**src/rtl/wbu.sv**
```systemverilog
// Writeback unit: two-deep in-order retirement buffer feeding the register file,
// with a per-register pending-write scoreboard and a sticky overflow flag.
module wbu #(
  parameter int XLEN = 32,
  parameter int NREG = 32
) (
  input  logic            clk,
  input  logic            rst_n,
  input  logic            exe_valid_i,
  output logic            exe_ready_o,
  input  logic            exe_wen_i,
  input  logic [4:0]      exe_rd_i,
  input  logic [XLEN-1:0] exe_res_i,
  input  logic [XLEN-1:0] exe_pc_i,
  input  logic            id_set_i,
  input  logic [4:0]      id_rd_i,
  input  logic            wb_stall_i,
  output logic            rf_wen_o,
  output logic [4:0]      rf_waddr_o,
  output logic [XLEN-1:0] rf_wdata_o,
  output logic            commit_valid_o,
  output logic [XLEN-1:0] commit_pc_o,
  output logic [NREG-1:0] busy_o,
  output logic            ovf_o
);

  logic [1:0]      count_reg;
  logic            wr_ptr_reg;
  logic            rd_ptr_reg;
  logic [1:0]      wen_mem;
  logic [4:0]      rd_mem  [2];
  logic [XLEN-1:0] res_mem [2];
  logic [XLEN-1:0] pc_mem  [2];
  logic            ovf_reg;
  logic [NREG-1:0] sat_hit;

  logic            accept;
  logic            retire;
  logic            head_wen;
  logic [4:0]      head_rd;

  // Ready looks only at registered occupancy so it never waits on this cycle's retirement.
  assign exe_ready_o = rst_n && (count_reg < 2'd2);
  assign accept      = exe_valid_i && exe_ready_o;
  assign retire      = rst_n && (count_reg != 2'd0) && !wb_stall_i;

  assign head_wen = wen_mem[rd_ptr_reg];
  assign head_rd  = rd_mem[rd_ptr_reg];

  assign commit_valid_o = retire;
  assign rf_wen_o       = retire && head_wen && (head_rd != 5'd0);
  assign rf_waddr_o     = retire ? head_rd : 5'd0;
  assign rf_wdata_o     = retire ? res_mem[rd_ptr_reg] : '0;
  assign commit_pc_o    = retire ? pc_mem[rd_ptr_reg] : '0;
  assign ovf_o          = ovf_reg;

  always_ff @(posedge clk) begin
    if (!rst_n) begin
      count_reg  <= 2'd0;
      wr_ptr_reg <= 1'b0;
      rd_ptr_reg <= 1'b0;
    end else begin
      if (accept) wr_ptr_reg <= ~wr_ptr_reg;
      if (retire) rd_ptr_reg <= ~rd_ptr_reg;
      case ({accept, retire})
        2'b10:   count_reg <= count_reg + 2'd1;
        2'b01:   count_reg <= count_reg - 2'd1;
        default: count_reg <= count_reg;
      endcase
    end
  end

  // Entry storage carries no reset; occupancy alone decides what is valid.
  always_ff @(posedge clk) begin
    if (accept) begin
      wen_mem[wr_ptr_reg] <= exe_wen_i;
      rd_mem[wr_ptr_reg]  <= exe_rd_i;
      res_mem[wr_ptr_reg] <= exe_res_i;
      pc_mem[wr_ptr_reg]  <= exe_pc_i;
    end
  end

  generate
    for (genvar gi = 0; gi < NREG; gi++) begin : g_sb
      logic [1:0] cnt_reg;
      logic       inc;
      logic       dec;

      assign inc         = id_set_i && (id_rd_i != 5'd0) && (id_rd_i == 5'(gi));
      assign dec         = rf_wen_o && (head_rd == 5'(gi));
      assign sat_hit[gi] = inc && !dec && (cnt_reg == 2'd3);

      // A matched set/clear pair cancels; a set on a saturated counter is dropped.
      always_ff @(posedge clk) begin
        if (!rst_n) begin
          cnt_reg <= 2'd0;
        end else if (inc && !dec && (cnt_reg != 2'd3)) begin
          cnt_reg <= cnt_reg + 2'd1;
        end else if (dec && !inc && (cnt_reg != 2'd0)) begin
          cnt_reg <= cnt_reg - 2'd1;
        end
      end

      if (gi == 0) begin : g_zero
        assign busy_o[gi] = 1'b0;
      end else begin : g_reg
        assign busy_o[gi] = rst_n && (cnt_reg != 2'd0);
      end
    end
  endgenerate

  always_ff @(posedge clk) begin
    if (!rst_n) begin
      ovf_reg <= 1'b0;
    end else if (|sat_hit) begin
      ovf_reg <= 1'b1;
    end
  end

endmodule

```
**config.mk**
```make
export PLATFORM = sky130hd
export DESIGN_NAME = wbu
export DESIGN_NICKNAME = d
export VERILOG_FILES = /design/src/rtl/wbu.sv
export SDC_FILE = /design/constraint.sdc
export NUM_CORES = 1
export LEC_CHECK = 0
export CORE_MARGIN = 3
export CORE_UTILIZATION = 53
export CTS_CLUSTER_SIZE = 10
export DETAILED_ROUTE_END_ITERATION = 8
export HOLD_SLACK_MARGIN = 0.02
export PLACE_DENSITY_LB_ADDON = 0.3
export SYNTH_ARGS = -nofsm -noshare
export SYNTH_HDL_FRONTEND = slang
export SYNTH_SLANG_ARGS = --single-unit
export TNS_END_PERCENT = 50
```
**constraint.sdc**
```tcl
create_clock -name clk -period 6.51 [get_ports clk]
set_clock_uncertainty 0.1 [all_clocks]
set_input_delay 1.302 -clock clk [delete_from_list [all_inputs] [get_ports clk]]
set_output_delay 1.302 -clock clk [all_outputs]
set_load 0.05 [all_outputs]
```
==> results of run 1 <==
==> final cells by class <==
type | instances | area (um2)
clock buffers | 44 | 706.9
clock inverters | 1 | 8.758
fillers | 1333 | 5517
inverters | 11 | 41.29
multi-input cells | 702 | 4250
flip-flops and latches | 208 | 5569
well taps | 229 | 286.5
repair buffers | 199 | 1952
==> layer usage <==
| layer | wire length, um | up-vias |
|---|---|---|
| met4 | 603 | 0 |
| met5 | 0 | - |
| met2 | 12040 | 324 |
| met3 | 2249 | 41 |
| li1 | - | 3976 |
| met1 | 10590 | 3963 |
==> power breakdown <==
group	switching [W]	total (W)	internal, W
Combinational	0.000252	0.000406	0.000154
Clock	0.000509	0.00124	0.000728
Sequential	0.0000366	0.00150	0.00146
==> metrics by stage <==
stage | power [W] | setup WS, ns
after floorplan | 0.001777 | 0.5750
after detailed placement | 0.001926 | 1.004
after CTS | 0.003156 | 0.9112
after global routing | 0.003244 | 0.7881
after global placement | 0.001918 | 1.153
final | 0.003140 | 0.9468
==> how the worst min path moves through the flow <==
| stage | from | endpoint | slack (ns) | cells past startpoint |
|---|---|---|---|---|
| floorplan | g_sb[1].cnt_reg[0]$_SDFFE_PN0P_ | g_sb[1].cnt_reg[0]$_SDFFE_PN0P_ | 0.35 | 1 |
| global placement | g_sb[2].cnt_reg[0]$_SDFFE_PN0P_ | g_sb[2].cnt_reg[0]$_SDFFE_PN0P_ | 0.38 | 1 |
| detailed placement | g_sb[2].cnt_reg[0]$_SDFFE_PN0P_ | g_sb[2].cnt_reg[0]$_SDFFE_PN0P_ | 0.38 | 1 |
| CTS | g_sb[5].cnt_reg[1]$_SDFFE_PN0P_ | g_sb[5].cnt_reg[1]$_SDFFE_PN0P_ | 0.39 | 2 |
| global route | g_sb[5].cnt_reg[1]$_SDFFE_PN0P_ | g_sb[5].cnt_reg[1]$_SDFFE_PN0P_ | 0.41 | 2 |
| finish | g_sb[5].cnt_reg[1]$_SDFFE_PN0P_ | g_sb[5].cnt_reg[1]$_SDFFE_PN0P_ | 0.39 | 2 |
==> synthesized netlist by cell type (all sizes together), types with 6 or more instances <==
cell	count
nor2	163
nand4	22
and4	9
o21a	12
and2	22
o21ai	55
a22oi	6
clkbuf	26
and3	15
mux2i	71
inv	10
dfxtp	68
nor3b	6
buf	23
a21oi	62
nand3b	9
a31oi	19
nand2	83
nand2b	12
nor3	7
or3	7
a311oi	14
nand3	26
edfxtp	140
o21bai	6
==> logic make-up after synthesis <==
logic type,count (synthesis)
other,1
xor gates and xnor gates,6
AOI/OAI and AO/OA,214
buffers and inverters,62
adders and majority gates,1
DFF,208
and+or+nand+nor,408
muxes,72
==> worst min-delay path: stages (launching register included) <==
cell and delay (ns):
dfxtp_1 0.33, nand2_1 0.06, a21oi_1 0.05
==> out/metrics.cfg, run 1 <==
[setup_path]
worst-path-max-fanout=50
startpoint_type=primary input
cp_num_buf_inv=4
timing.rr.end=ovf_o$_SDFFE_PN0P_
cpMaxStageDelayCell=clkdlybuf4s50_1
crit_arrival_ns=4.16
cpPeakStageDelay_ns=0.87
crit_chain=clkdlybuf4s50_1, buf_4, nand2b_2, or2_2, buf_4, nor2_1, clkdlybuf4s50_1
critPathCaptureType=output pin
crit_type=in -> out
cp-endpoint=commit_pc_o[14]
critPathTopFamily=buffers and inverters
r2r_cells=8
cp-startpoint=rst_n
crit_cells=7
r2r_slack_ns=2.17
worst_ep_required_time_ns=5.11

[logic_synthesis]
synth-edff-count=140
yosys_warnings=0
synthesis.nets=1053
synth_top_family_by_area=simple AND/OR/NAND/NOR gates
synth_ff_type=edfxtp_1
avgSynthCellArea_um2=10.40
synth-simple-area-share_pct=20.11
postSynthCellCount=972
synthArstFlopShare_pct=0
synth_compound_area_share_pct=13.90
muxShareOfSynthArea_pct=7.265
synth_area_leader_cell=edfxtp_1
synth_fa_ha_area_share_pct=0.1238
yosysUniqueCellTypes=74
synth_top_area_share_pct=41.58
synth_area_leaders=edfxtp_1 (42%), dfxtp_1 (13%), mux2i_1 (6.9%)
yosys_register_bits=208
synth-xor-area-share_pct=0.5198
syn_area_um2=10110
ys_seq_area_share_pct=55.05

[timing]
setup_viol=0
drv_slew=0
period_minus_slack_ns=5.563
worst_slew_pin_slew_ns=1.042
period_share_pct=85.46
finalHoldViolations=0
hold_slack_ns=0.3927
fmax_mhz=179.8
grt_setup_unrepaired=no
fin_setup_tns_ns=0
slew-limit-headroom_pct=29.61

[cells_and_area]
fin_util_pct=69.91
final_cell_count_no_fill=1394
layout-drive-gt1-share_pct=6.266
final_common_cell=clkdlybuf4s50_1
final_cell_mix=clkdlybuf4s50_1 (183), nor2_1 (162), edfxtp_1 (140)
areaGrowthSynthToFinish_pct=26.76
nets=1228
diodes=0
fin_area_um2=12810

[route]
drt_wl_total_mm=25.49
wire_per_inst_um=18.28
first_pass_iters=5
first_iter_violations=653
ant_nets=0
vias_per_cell=5.957
drc=0
num_vias=8304

[power]
powerDensity_nw_per_um2=245.0
p_leak_nw=4.135
irDropWorstVdd_mv=0.2513

[floorplan]
start_util_pct=55.15
die_w_um=144.1
fp.coreArea_um2=18330
die-area_um2=20770
pin_count=185
rows=49
die_y_um=144.1

[run_status]
status=complete, no violations

[min_path]
hold_path.class=reg -> reg

[cts]
hold_buffers=0
cts-root-buf=clkbuf_16
clk_latency_ns=0.51
clockBufferDepth=3
clock-sinks=208
htreeDepth=1
clk_pin_slew_ns=0.05
post_cts_resized=0
numCtsBuffers=25
post-cts-setup-buffer-count=0
cts_tree=built

[placement]
placed_area_um2=12100
globalplace.congestion=0.8437
port_buffers=183
hpwl_mm=17.22
place_inst=1349

[global_route]
grt_busiest_layer=met2
grt_max_degree=71
gr-usage-all-layers_pct=23.85
use_met2_pct=38.88
grt_use_met3_pct=6.316
grt-ovfl-total=0
grt_pass1_vias=7726
grt_pass1_wl_mm=39.73
antenna_found_initial=0
grt_util_met1_pct=31.77

[job]
maxCapViolCount=0

No activity file was read; power rests on OpenSTA's default activity.
==> run 2: changes to the inputs <==
--- a/config.mk
+++ b/config.mk
@@ -14,4 +14,4 @@
 export SYNTH_ARGS = -nofsm -noshare
 export SYNTH_HDL_FRONTEND = slang
 export SYNTH_SLANG_ARGS = --single-unit
-export TNS_END_PERCENT = 50
+export TNS_END_PERCENT = 5
==> results of run 2 <==
Same layout as run 1: the final DEF is identical, and so are final timing and power.
==> run 3: changes to the inputs <==
--- a/config.mk
+++ b/config.mk
@@ -9,7 +9,7 @@
 export CORE_UTILIZATION = 53
 export CTS_CLUSTER_SIZE = 10
 export DETAILED_ROUTE_END_ITERATION = 8
-export HOLD_SLACK_MARGIN = 0.02
+export HOLD_SLACK_MARGIN = 0.12
 export PLACE_DENSITY_LB_ADDON = 0.3
 export SYNTH_ARGS = -nofsm -noshare
 export SYNTH_HDL_FRONTEND = slang
==> results of run 3 <==
Same layout as run 1: the final DEF is identical, and so are final timing and power.
